[config.mk]
export PLATFORM = sky130hd
export DESIGN_NAME = nanosoc_arbiter_param
export DESIGN_NICKNAME = d
export VERILOG_FILES = /design/src/rtl/nanosoc_ahb_pkg.sv /design/src/rtl/nanosoc_arb_burst_tracker.sv /design/src/rtl/nanosoc_arbiter_param.sv
export SDC_FILE = /design/constraint.sdc
export NUM_CORES = 1
export LEC_CHECK = 0
export ABC_AREA = 1
export BUFFER_PORTS_ARGS = -buffer_cell sky130_fd_sc_hd__buf_4
export CAP_MARGIN = 20
export CORE_UTILIZATION = 40
export DETAILED_ROUTE_END_ITERATION = 12
export SETUP_SLACK_MARGIN = 0.02
export SYNTH_ARGS = -nofsm -noshare
export SYNTH_HDL_FRONTEND = slang
export SYNTH_HIERARCHICAL = 1
export SYNTH_SLANG_ARGS = --single-unit
[constraint.sdc]
create_clock -name HCLK -period 3.3 [get_ports HCLK]
set_input_delay 0.495 -clock HCLK [delete_from_list [all_inputs] [get_ports HCLK]]
set_output_delay 0.495 -clock HCLK [all_outputs]
set_load 0.05 [all_outputs]
[src/rtl/nanosoc_ahb_pkg.sv]
// AHB transfer/burst encodings and arbitration mode constants shared by the
// nanosoc bus-matrix output-stage arbiter.
package nanosoc_ahb_pkg;

  typedef enum logic [1:0] {
    TRANS_IDLE   = 2'b00,
    TRANS_BUSY   = 2'b01,
    TRANS_NONSEQ = 2'b10,
    TRANS_SEQ    = 2'b11
  } htrans_e;

  typedef enum logic [2:0] {
    BURST_SINGLE = 3'b000,
    BURST_INCR   = 3'b001,
    BURST_WRAP4  = 3'b010,
    BURST_INCR4  = 3'b011,
    BURST_WRAP8  = 3'b100,
    BURST_INCR8  = 3'b101,
    BURST_WRAP16 = 3'b110,
    BURST_INCR16 = 3'b111
  } hburst_e;

  localparam int ARB_FIXED = 0;
  localparam int ARB_RR    = 1;

  // Beats still to come after the NONSEQ of a fixed-length burst.
  function automatic logic [3:0] burst_beats_left(input logic [2:0] hburst);
    logic [3:0] beats;
    beats = 4'd0;
    case (hburst)
      BURST_WRAP16, BURST_INCR16: beats = 4'd15;
      BURST_WRAP8,  BURST_INCR8:  beats = 4'd7;
      BURST_WRAP4,  BURST_INCR4:  beats = 4'd3;
      default:                    beats = 4'd0;
    endcase
    return beats;
  endfunction

endpackage

[src/rtl/nanosoc_arb_burst_tracker.sv]
// Tracks the granted port's fixed-length burst so the arbiter can hold the
// grant, and forces the hold off after too many early-terminated bursts.
module nanosoc_arb_burst_tracker
  import nanosoc_ahb_pkg::*;
#(
  parameter int EARLY_TERM_MAX = 2
) (
  input  logic       HCLK,
  input  logic       HRESET,
  input  logic       HREADYM,
  input  logic       HSELM,
  input  logic [1:0] HTRANSM,
  input  logic [2:0] HBURSTM,
  output logic       next_hold,
  output logic       early_term_force_next
);

  localparam logic [1:0] ET_MAX = 2'(EARLY_TERM_MAX);

  logic [3:0] count_p0, count_nxt;
  logic       hold_p0;
  logic [1:0] et_cnt_p0, et_cnt_nxt;

  always_comb begin
    count_nxt             = count_p0;
    next_hold             = hold_p0;
    early_term_force_next = 1'b0;
    et_cnt_nxt            = et_cnt_p0;

    if (!HSELM) begin
      count_nxt = 4'd0;
      next_hold = 1'b0;
    end else begin
      case (HTRANSM)
        TRANS_NONSEQ: begin
          count_nxt = burst_beats_left(HBURSTM);
          next_hold = (count_nxt != 4'd0);
        end
        TRANS_SEQ: begin
          count_nxt = count_p0 - 4'd1;
          if (count_p0 == 4'd1) next_hold = 1'b0;
        end
        TRANS_BUSY: begin
          count_nxt = count_p0;
          next_hold = hold_p0;
        end
        default: begin
          count_nxt = 4'd0;
          next_hold = 1'b0;
        end
      endcase
    end

    // A new NONSEQ after the tolerated number of early terminations releases the slave.
    if ((et_cnt_p0 == ET_MAX) && (HTRANSM == TRANS_NONSEQ)) begin
      next_hold             = 1'b0;
      count_nxt             = 4'd0;
      early_term_force_next = 1'b1;
    end

    if (!next_hold) begin
      et_cnt_nxt = 2'd0;
    end else if (hold_p0 && (HTRANSM == TRANS_NONSEQ)) begin
      et_cnt_nxt = et_cnt_p0 + 2'd1;
    end
  end

  // Stage p0: burst state register
  always_ff @(posedge HCLK) begin
    if (HRESET) begin
      count_p0  <= 4'd0;
      hold_p0   <= 1'b0;
      et_cnt_p0 <= 2'd0;
    end else if (HREADYM) begin
      count_p0  <= count_nxt;
      hold_p0   <= next_hold;
      et_cnt_p0 <= et_cnt_nxt;
    end
  end

endmodule

[src/rtl/nanosoc_arbiter_param.sv]
// Output-stage arbiter for one nanosoc bus-matrix slave: fixed-priority or
// round-robin selection with burst/lock hold and early-termination bounding.
module nanosoc_arbiter_param
  import nanosoc_ahb_pkg::*;
#(
  parameter  int NUM_PORTS      = 4,
  parameter  int ARB_MODE       = ARB_FIXED,
  parameter  int EARLY_TERM_MAX = 2,
  localparam int PORT_W         = $clog2(NUM_PORTS)
) (
  input  logic                 HCLK,
  input  logic                 HRESET,
  input  logic [NUM_PORTS-1:0] req_port,
  input  logic                 HREADYM,
  input  logic                 HSELM,
  input  logic [1:0]           HTRANSM,
  input  logic [2:0]           HBURSTM,
  input  logic                 HMASTLOCKM,
  output logic [PORT_W-1:0]    addr_in_port,
  output logic                 no_port,
  output logic [NUM_PORTS-1:0] grant_onehot,
  output logic                 early_term_force
);

  localparam logic [NUM_PORTS-1:0] ONE = NUM_PORTS'(1);

  logic                 next_hold;
  logic                 early_term_force_next;
  logic [PORT_W-1:0]    rr_ptr;
  logic [NUM_PORTS-1:0] cur_onehot, cand;
  logic [PORT_W-1:0]    pick, addr_nxt, rr_nxt;
  logic                 pick_vld, no_port_nxt;
  logic [NUM_PORTS-1:0] grant_nxt;

  nanosoc_arb_burst_tracker #(
    .EARLY_TERM_MAX(EARLY_TERM_MAX)
  ) u_burst_tracker (
    .HCLK                  (HCLK),
    .HRESET                (HRESET),
    .HREADYM               (HREADYM),
    .HSELM                 (HSELM),
    .HTRANSM               (HTRANSM),
    .HBURSTM               (HBURSTM),
    .next_hold             (next_hold),
    .early_term_force_next (early_term_force_next)
  );

  always_comb begin
    cur_onehot = ONE << addr_in_port;
    // The current owner stays a candidate while it is still mid-transaction.
    cand = req_port | (cur_onehot & {NUM_PORTS{HSELM && (HTRANSM != TRANS_IDLE)}});

    pick     = addr_in_port;
    pick_vld = 1'b0;
    if (ARB_MODE == ARB_RR) begin
      for (int k = 1; k <= NUM_PORTS; k++) begin
        if (!pick_vld && cand[PORT_W'((int'(rr_ptr) + k) % NUM_PORTS)]) begin
          pick     = PORT_W'((int'(rr_ptr) + k) % NUM_PORTS);
          pick_vld = 1'b1;
        end
      end
    end else begin
      for (int i = NUM_PORTS - 1; i >= 0; i--) begin
        if (cand[PORT_W'(i)]) begin
          pick     = PORT_W'(i);
          pick_vld = 1'b1;
        end
      end
    end

    addr_nxt    = addr_in_port;
    rr_nxt      = rr_ptr;
    no_port_nxt = 1'b0;
    if (HMASTLOCKM || next_hold) begin
      no_port_nxt = 1'b0;
    end else if (pick_vld) begin
      addr_nxt = pick;
      rr_nxt   = pick;
    end else if (!HSELM) begin
      no_port_nxt = 1'b1;
    end

    grant_nxt = no_port_nxt ? '0 : (ONE << addr_nxt);
  end

  // Stage p0: grant registers
  always_ff @(posedge HCLK) begin
    if (HRESET) begin
      addr_in_port     <= '0;
      no_port          <= 1'b1;
      grant_onehot     <= '0;
      early_term_force <= 1'b0;
      rr_ptr           <= PORT_W'(NUM_PORTS - 1);
    end else if (HREADYM) begin
      addr_in_port     <= addr_nxt;
      no_port          <= no_port_nxt;
      grant_onehot     <= grant_nxt;
      early_term_force <= early_term_force_next;
      rr_ptr           <= rr_nxt;
    end
  end

endmodule

---- After elaboration in Yosys (flattened, before gate mapping) ----
Index checks and enable logic that the tools add are counted.
operators by class
  divide/modulo/power cells ............... 0
  shift-type cells ........................ 2
  reductions and logical operators ........ 11
  multiply operators ...................... 0
  $lt $le $gt $ge ......................... 0
  mux-type cells .......................... 23
  bitwise gates (word level) .............. 2
  add/sub/neg operators ................... 2
  eq/ne operators ......................... 13
operators with widths
  kind                                              number
  case mux 4 bit (3 select lines)                   2
  2-to-1 mux 4 bit                                  5
  == test 3 bit, second input constant              4
  2-to-1 mux 2 bit                                  6
  2-to-1 mux 1 bit                                  9
  == test 2 bit, second input constant              3
  == test 3 x 2 -> 1 bit, second input constant     2
  OR reduction 2 bit                                3
  == test 4 x 1 -> 1 bit, second input constant     1
  AND reduction 2 bit                               2
  nonzero test 4 bit                                1
  << shifter 1 x 2 -> 4 bit, first input constant   1
  subtractor 4 x 1 -> 4 bit, second input constant  1
  logical AND 1 bit                                 3
  != test 3 x 2 -> 1 bit, second input constant     1
  case mux 1 bit (3 select lines)                   1
  adder 2 x 1 -> 2 bit, second input constant       1
  bitwise AND 2 bit                                 1
  == test 2 x 1 -> 1 bit, second input constant     1
  != test 2 x 1 -> 1 bit, second input constant     1
  OR 2 bit                                          1
  nonzero test 2 bit                                1
  << shifter 1 x 2 -> 2 bit, first input constant   1
  logical OR 1 bit                                  1
word-level totals
  bits in writable memories ............... 0
  memories ................................ 0
  bits in latches ......................... 0
  bits in read-only memories .............. 0
  output and inout bits ................... 8
  word-level logic and storage cells ...... 60
  bits in registers ....................... 15
  input port bits ......................... 14

---- Depth between registers and ports, before layout ----
  depth in word-level cells ............... 13
  mapped depth ............................ 17
  mapped depth without buffers ............ 17

---- Cells and area by module ----
The synthesis kept the hierarchy.
modules (own cells, without submodules)
  module                     cells each  times used  sequential area each (um^2)  area an instance (um^2)
  nanosoc_arb_burst_tracker  75          1           140.1                        494.2
  nanosoc_arbiter_param      51          1           160.2                        351.6

---- Least setup slack after synthesis ----
Ideal clock, no wire load.
  kind .................................... input port to flip-flop
  start ................................... input port HTRANSM[1]
  end ..................................... register grant_onehot[3]
  setup slack ............................. 1807 ps
  stages on the path ...................... 13
  path buffers ............................ 0
  data arrival time ....................... 1423 ps
  path through ............................ inv_2 nor2_4 o21ai_2 nand2_2 nand2_4 inv_1 nor2_4 nand2_1 nand2_1 nand2_2 nor2_2 nand2_1 a21oi_1
RTL lines
  what                                                  line                             text
  start: declaration                                    nanosoc_arbiter_param.sv:16      input logic [1:0] HTRANSM,
  == test 2 x 1 -> 1 bit, or another cell as far along  nanosoc_arb_burst_tracker.sv:34  case (HTRANSM)
  case mux 1 bit (3 select lines)                       nanosoc_arb_burst_tracker.sv:34
  2-to-1 mux 1 bit                                      nanosoc_arb_burst_tracker.sv:30  if (!HSELM) begin
  2-to-1 mux 1 bit *                                    nanosoc_arb_burst_tracker.sv:55  if ((et_cnt_p0 == ET_MAX) && (HTRANSM == TRANS_NONSEQ)) begin
  net next_hold                                         nanosoc_arbiter_param.sv:27      logic next_hold;
  logical OR 1 bit *                                    nanosoc_arbiter_param.sv:74      if (HMASTLOCKM || next_hold) begin
  2-to-1 mux 2 bit                                      nanosoc_arbiter_param.sv:74
  << shifter 1 x 2 -> 4 bit                             nanosoc_arbiter_param.sv:83      grant_nxt = no_port_nxt ? '0 : (ONE << addr_nxt);
  2-to-1 mux 4 bit *                                    nanosoc_arbiter_param.sv:83
  end signal: assignment                                nanosoc_arbiter_param.sv:97      grant_onehot <= grant_nxt;
  end: declaration                                      nanosoc_arbiter_param.sv:21      output logic [NUM_PORTS-1:0] grant_onehot,
Mark *: on every way through the listed nets, which the timed path passes. The rest lies on a longest branch.
A chain may end at the register's enable or synchronous reset.

---- Worst setup path in the final report ----
  start ................................... register u_burst_tracker.count_p0[0]
  end ..................................... register grant_onehot[3]
between the ends
  word-level cells in the longest chain between the ends .. 9
RTL lines
  what                               line                             text
  start: declaration                 nanosoc_arb_burst_tracker.sv:20  logic [3:0] count_p0, count_nxt;
  start signal: assignment           nanosoc_arb_burst_tracker.sv:75  count_p0 <= count_nxt;
  == test 4 x 1 -> 1 bit *           nanosoc_arb_burst_tracker.sv:41  if (count_p0 == 4'd1) next_hold = 1'b0;
  2-to-1 mux 1 bit *                 nanosoc_arb_burst_tracker.sv:41
  case mux 1 bit (3 select lines) *  nanosoc_arb_burst_tracker.sv:34
  2-to-1 mux 1 bit *                 nanosoc_arb_burst_tracker.sv:30
  2-to-1 mux 1 bit *                 nanosoc_arb_burst_tracker.sv:55
  net next_hold                      nanosoc_arbiter_param.sv:27
  logical OR 1 bit *                 nanosoc_arbiter_param.sv:74
  2-to-1 mux 2 bit                   nanosoc_arbiter_param.sv:74
  << shifter 1 x 2 -> 4 bit          nanosoc_arbiter_param.sv:83
  2-to-1 mux 4 bit *                 nanosoc_arbiter_param.sv:83
Marks and branches as above.

==> results.sh <==
export IMPL_slowest_delay_ns=0.39
export IMPL_die_outline_area_sq_um=2300
export IMPL_finalClockSkew_ns=0.00586
export IMPL_multiInputGateArea_sq_um=474
export IMPL_fillCellCount=206
export IMPL_tritoncts_num_sinks=15
export IMPL_chipWidth_microns=48.0
export IMPL_syn_inst=126
export IMPL_most_frequent_cells_after_synthesis="sky130_fd_sc_hd__nand2_1 (32), sky130_fd_sc_hd__inv_1 (17), sky130_fd_sc_hd__dfxtp_1 (15)"
export IMPL_async_reset_ff_share_pct=0
export IMPL_boundaryPins=22
export IMPL_worst_setup_hold_path_clk_slew_ns=0.10
export IMPL_part_of_the_power_in_combinational_logic_pct=20.9
export IMPL_mappedNetlistArea_sq_um=846
export IMPL_placed_cell_area_sq_um=1010
export IMPL_pwr_density_cell_nw_per_um2=362
export IMPL_required_time_worst_endpoint_ns=3.51
export IMPL_worst_path_most_repeated_cell="sky130_fd_sc_hd__nand2_1"
export IMPL_ctsHtreeMaxLevel=1
export IMPL_synth_seq_area_share_pct=35.5
export IMPL_drc=0
export IMPL_worstPathCellList="ha_1 > nand2_1 > inv_1 > nand2_1 > nand2_1 > nand2_2 > nand2_4 > inv_1 > nor2_4 > nand2_1 > nand2_1 > nand2_2 > nor2_2 > nand2_1 > a21oi_1"
export IMPL_power_switching_w=0.000116
export IMPL_max_slew_margin_pct=87.2
export IMPL_clock_tree_buffer_depth=2
export IMPL_startpoint_type_of_the_worst_setup_path="flop"
export IMPL_first_global_vias=625
export IMPL_drtIter0Drc=11
export IMPL_run_status="finished clean"
export IMPL_gp_congestion=0.694
export IMPL_synth_top_cell_by_area="sky130_fd_sc_hd__dfxtp_1"
export IMPL_dr_pass1_iters=4
export IMPL_timing_final_max_slew_violations=0
export IMPL_synth_ff_latch_count=15
export IMPL_detail_route_wirelength_microns=1700
export IMPL_num_vias=826
export IMPL_hold_path_class="input pin to flop"
export IMPL_cts_made_buffers=3
export IMPL_final_period_utilization_pct=50.7
export IMPL_cp_num_buf_inv=2
export IMPL_grt_pass1_wl_microns=2570
export IMPL_cp_data_arrival_time_ns=1.88
export IMPL_die_height_microns=48.0
export IMPL_grt_ovfl_total=0
export IMPL_clkLatencyLatePin_ns=0.28
export IMPL_grt_setup_unrepaired="false"
export IMPL_number_of_antenna_violations_at_the_first_check_in_global_routing=0
export IMPL_synth_top_area_share_pct=35.5
export IMPL_worst_pin_slew_ns=0.192
export IMPL_tritoncts_clock_tree="done"
export IMPL_synth_top_cells_by_area="sky130_fd_sc_hd__dfxtp_1 (36%), sky130_fd_sc_hd__nand2_1 (14%), sky130_fd_sc_hd__inv_1 (7.5%)"
export IMPL_power_share_switching_pct=30.9
export IMPL_drv_max_cap_violation_count=0
export IMPL_ff_latch_area_sq_um=300
export IMPL_ratio_of_cells_with_drive_above_1_in_the_final_layout_pct=25.0
export IMPL_p_leak_nw=0.508
export IMPL_port_buffers=18
export IMPL_cp_max_fo=5
export IMPL_antenna_cells=0
export IMPL_dp_final_hpwl_microns=1300
export IMPL_synth_enable_flop_cells=0
export IMPL_final_setup_tns_ns=0
export IMPL_intPower_w=0.000261
export IMPL_vias_per_cell=4.72
export IMPL_critical_path_top_delay_family="simple AND/OR/NAND/NOR gates"
export IMPL_syn_nets=143
export IMPL_num_rows=16
export IMPL_max_vdd_ir_drop_uv=229
export IMPL_cts_root_buf="sky130_fd_sc_hd__clkbuf_4"
export IMPL_pwr_share_seq_pct=50.8
export IMPL_end_kind="flop"
export IMPL_postRouteAntennaNets=0
export IMPL_clock_period_minus_final_worst_setup_slack_ns=1.67
export IMPL_largest_net_degree_at_the_start_of_global_routing=15
export IMPL_nets=166
export IMPL_post_synth_cell_area_avg_sq_um=6.71
export IMPL_synth_most_common_cell="sky130_fd_sc_hd__nand2_1"
export IMPL_syn_to_final_growth_pct=23.2
export IMPL_synth_cell_type_count=18
export IMPL_globalRouteTotalUtil_pct=16.3
export IMPL_number_of_buffers_added_for_setup_after_cts=0
export IMPL_finalInstanceArea_sq_um=1040
export IMPL_ctsResizeCount=0
export IMPL_synth_main_ff_cell="sky130_fd_sc_hd__dfxtp_1"
export IMPL_synth_yosys_warnings=6
export IMPL_power_w=0.000377
export IMPL_hold_buffers=0
export IMPL_effective_utilization_at_floorplan_pct=42.7
export IMPL_route_detailed_wl_per_inst_microns=9.69
export IMPL_setup_violations=0
export IMPL_hold_violations=0
export IMPL_crit_type="flop to flop"
export IMPL_critical_path_slowest_cell="sky130_fd_sc_hd__dfxtp_1"
export IMPL_clkPwrFrac_pct=28.4
export IMPL_fmax_mhz=598
export IMPL_core_area_sq_um=1980
[state kept, by name (all words and copies together) (netlist names)]
name / count
addr_in_port: 2
u_burst_tracker/hold_p0: 1
u_burst_tracker/count_p0: 4
no_port: 1
grant_onehot: 4
early_term_force: 1
u_burst_tracker/et_cnt_p0: 2
[per-layer routing]
| metal | vias up | GRT usage (%) | part of all wire (%) |
|---|---|---|---|
| li1 | 443 | - | - |
| met1 | 365 | 20.8 | 48 |
| met2 | 16 | 26.5 | 47 |
| met3 | 2 | 2.26 | 4.0 |
| met4 | 0 | 8.33 | 0.83 |
| met5 | - | 0 | 0 |
[per-stage QoR]
stage | hold slack, ns | cells | util [%] | setup slack (ns)
global placement | 0.435 | 171 | 51.2 | 1.51
detailed placement | 0.439 | 171 | 51.2 | 1.49
floorplan | 0.452 | 126 | - | 1.81
finish | 0.457 | 175 | 52.6 | 1.63
CTS | 0.454 | 175 | 52.6 | 1.61
global route | 0.452 | 175 | 52.6 | 1.39
[cell families (layout without fill, tap and decap cells)]
group,count (synthesis),in the layout,share of synthesized area [%]
DFF,15,15,35.5
adders and majority gates,3,3,4.44
buffers and inverters,19,41,8.43
xor gates and xnor gates,1,1,1.04
AOI/OAI and AO/OA,22,22,13.9
and+or+nand+nor,66,66,36.7
[final timing paths]
| path | from | endpoint | slack, ns | cells after the start |
|---|---|---|---|---|
| max | u_burst_tracker/count_p0[0]$_SDFFE_PP0P_ | grant_onehot[3]$_SDFFE_PP0P_ | 1.63 | 15 |
| min | HRESET | u_burst_tracker/et_cnt_p0[1]$_SDFFE_PP0P_ | 0.46 | 2 |
| max reg2reg | u_burst_tracker/count_p0[0]$_SDFFE_PP0P_ | grant_onehot[3]$_SDFFE_PP0P_ | 1.63 | 15 |
| min reg2reg | no_port$_SDFFE_PP1P_ | no_port$_SDFFE_PP1P_ | 0.46 | 2 |
[power by group through the flow]
stage	registers [W]	clock network [W]	logic (W)
2_1_floorplan	0.000209	0	0.0000362
3_3_place_gp	0.000196	0	0.0000788
3_5_place_dp	0.000196	0	0.0000793
4_1_cts	0.000192	0.000112	0.0000796
5_1_grt	0.000193	0.000121	0.0000876
6_report	0.000192	0.000107	0.0000787
[cell type report]
cell class	count	area share, %
Multi-Input combinational cell	92	45.5
Tap cell	27	3.24
Timing Repair Buffer	18	13.0
Clock buffer	3	2.16
Sequential cell	15	28.8
Inverter	19	6.84
Clock inverter	1	0.480
[layout by cell type, fill, tap and decap left out, types with 2 or more instances in the layout]
cell                       instances
sky130_fd_sc_hd__a21oi_1          12
sky130_fd_sc_hd__buf_4            18
sky130_fd_sc_hd__clkbuf_4          3
sky130_fd_sc_hd__dfxtp_1          15
sky130_fd_sc_hd__ha_1              3
sky130_fd_sc_hd__inv_1            17
sky130_fd_sc_hd__inv_2             2
sky130_fd_sc_hd__nand2_1          32
sky130_fd_sc_hd__nand2_2           5
sky130_fd_sc_hd__nand3_1           9
sky130_fd_sc_hd__nor2_1           14
sky130_fd_sc_hd__nor2_4            3
sky130_fd_sc_hd__o21ai_0           7
Note: power is estimated with default switching activity, not from simulation.
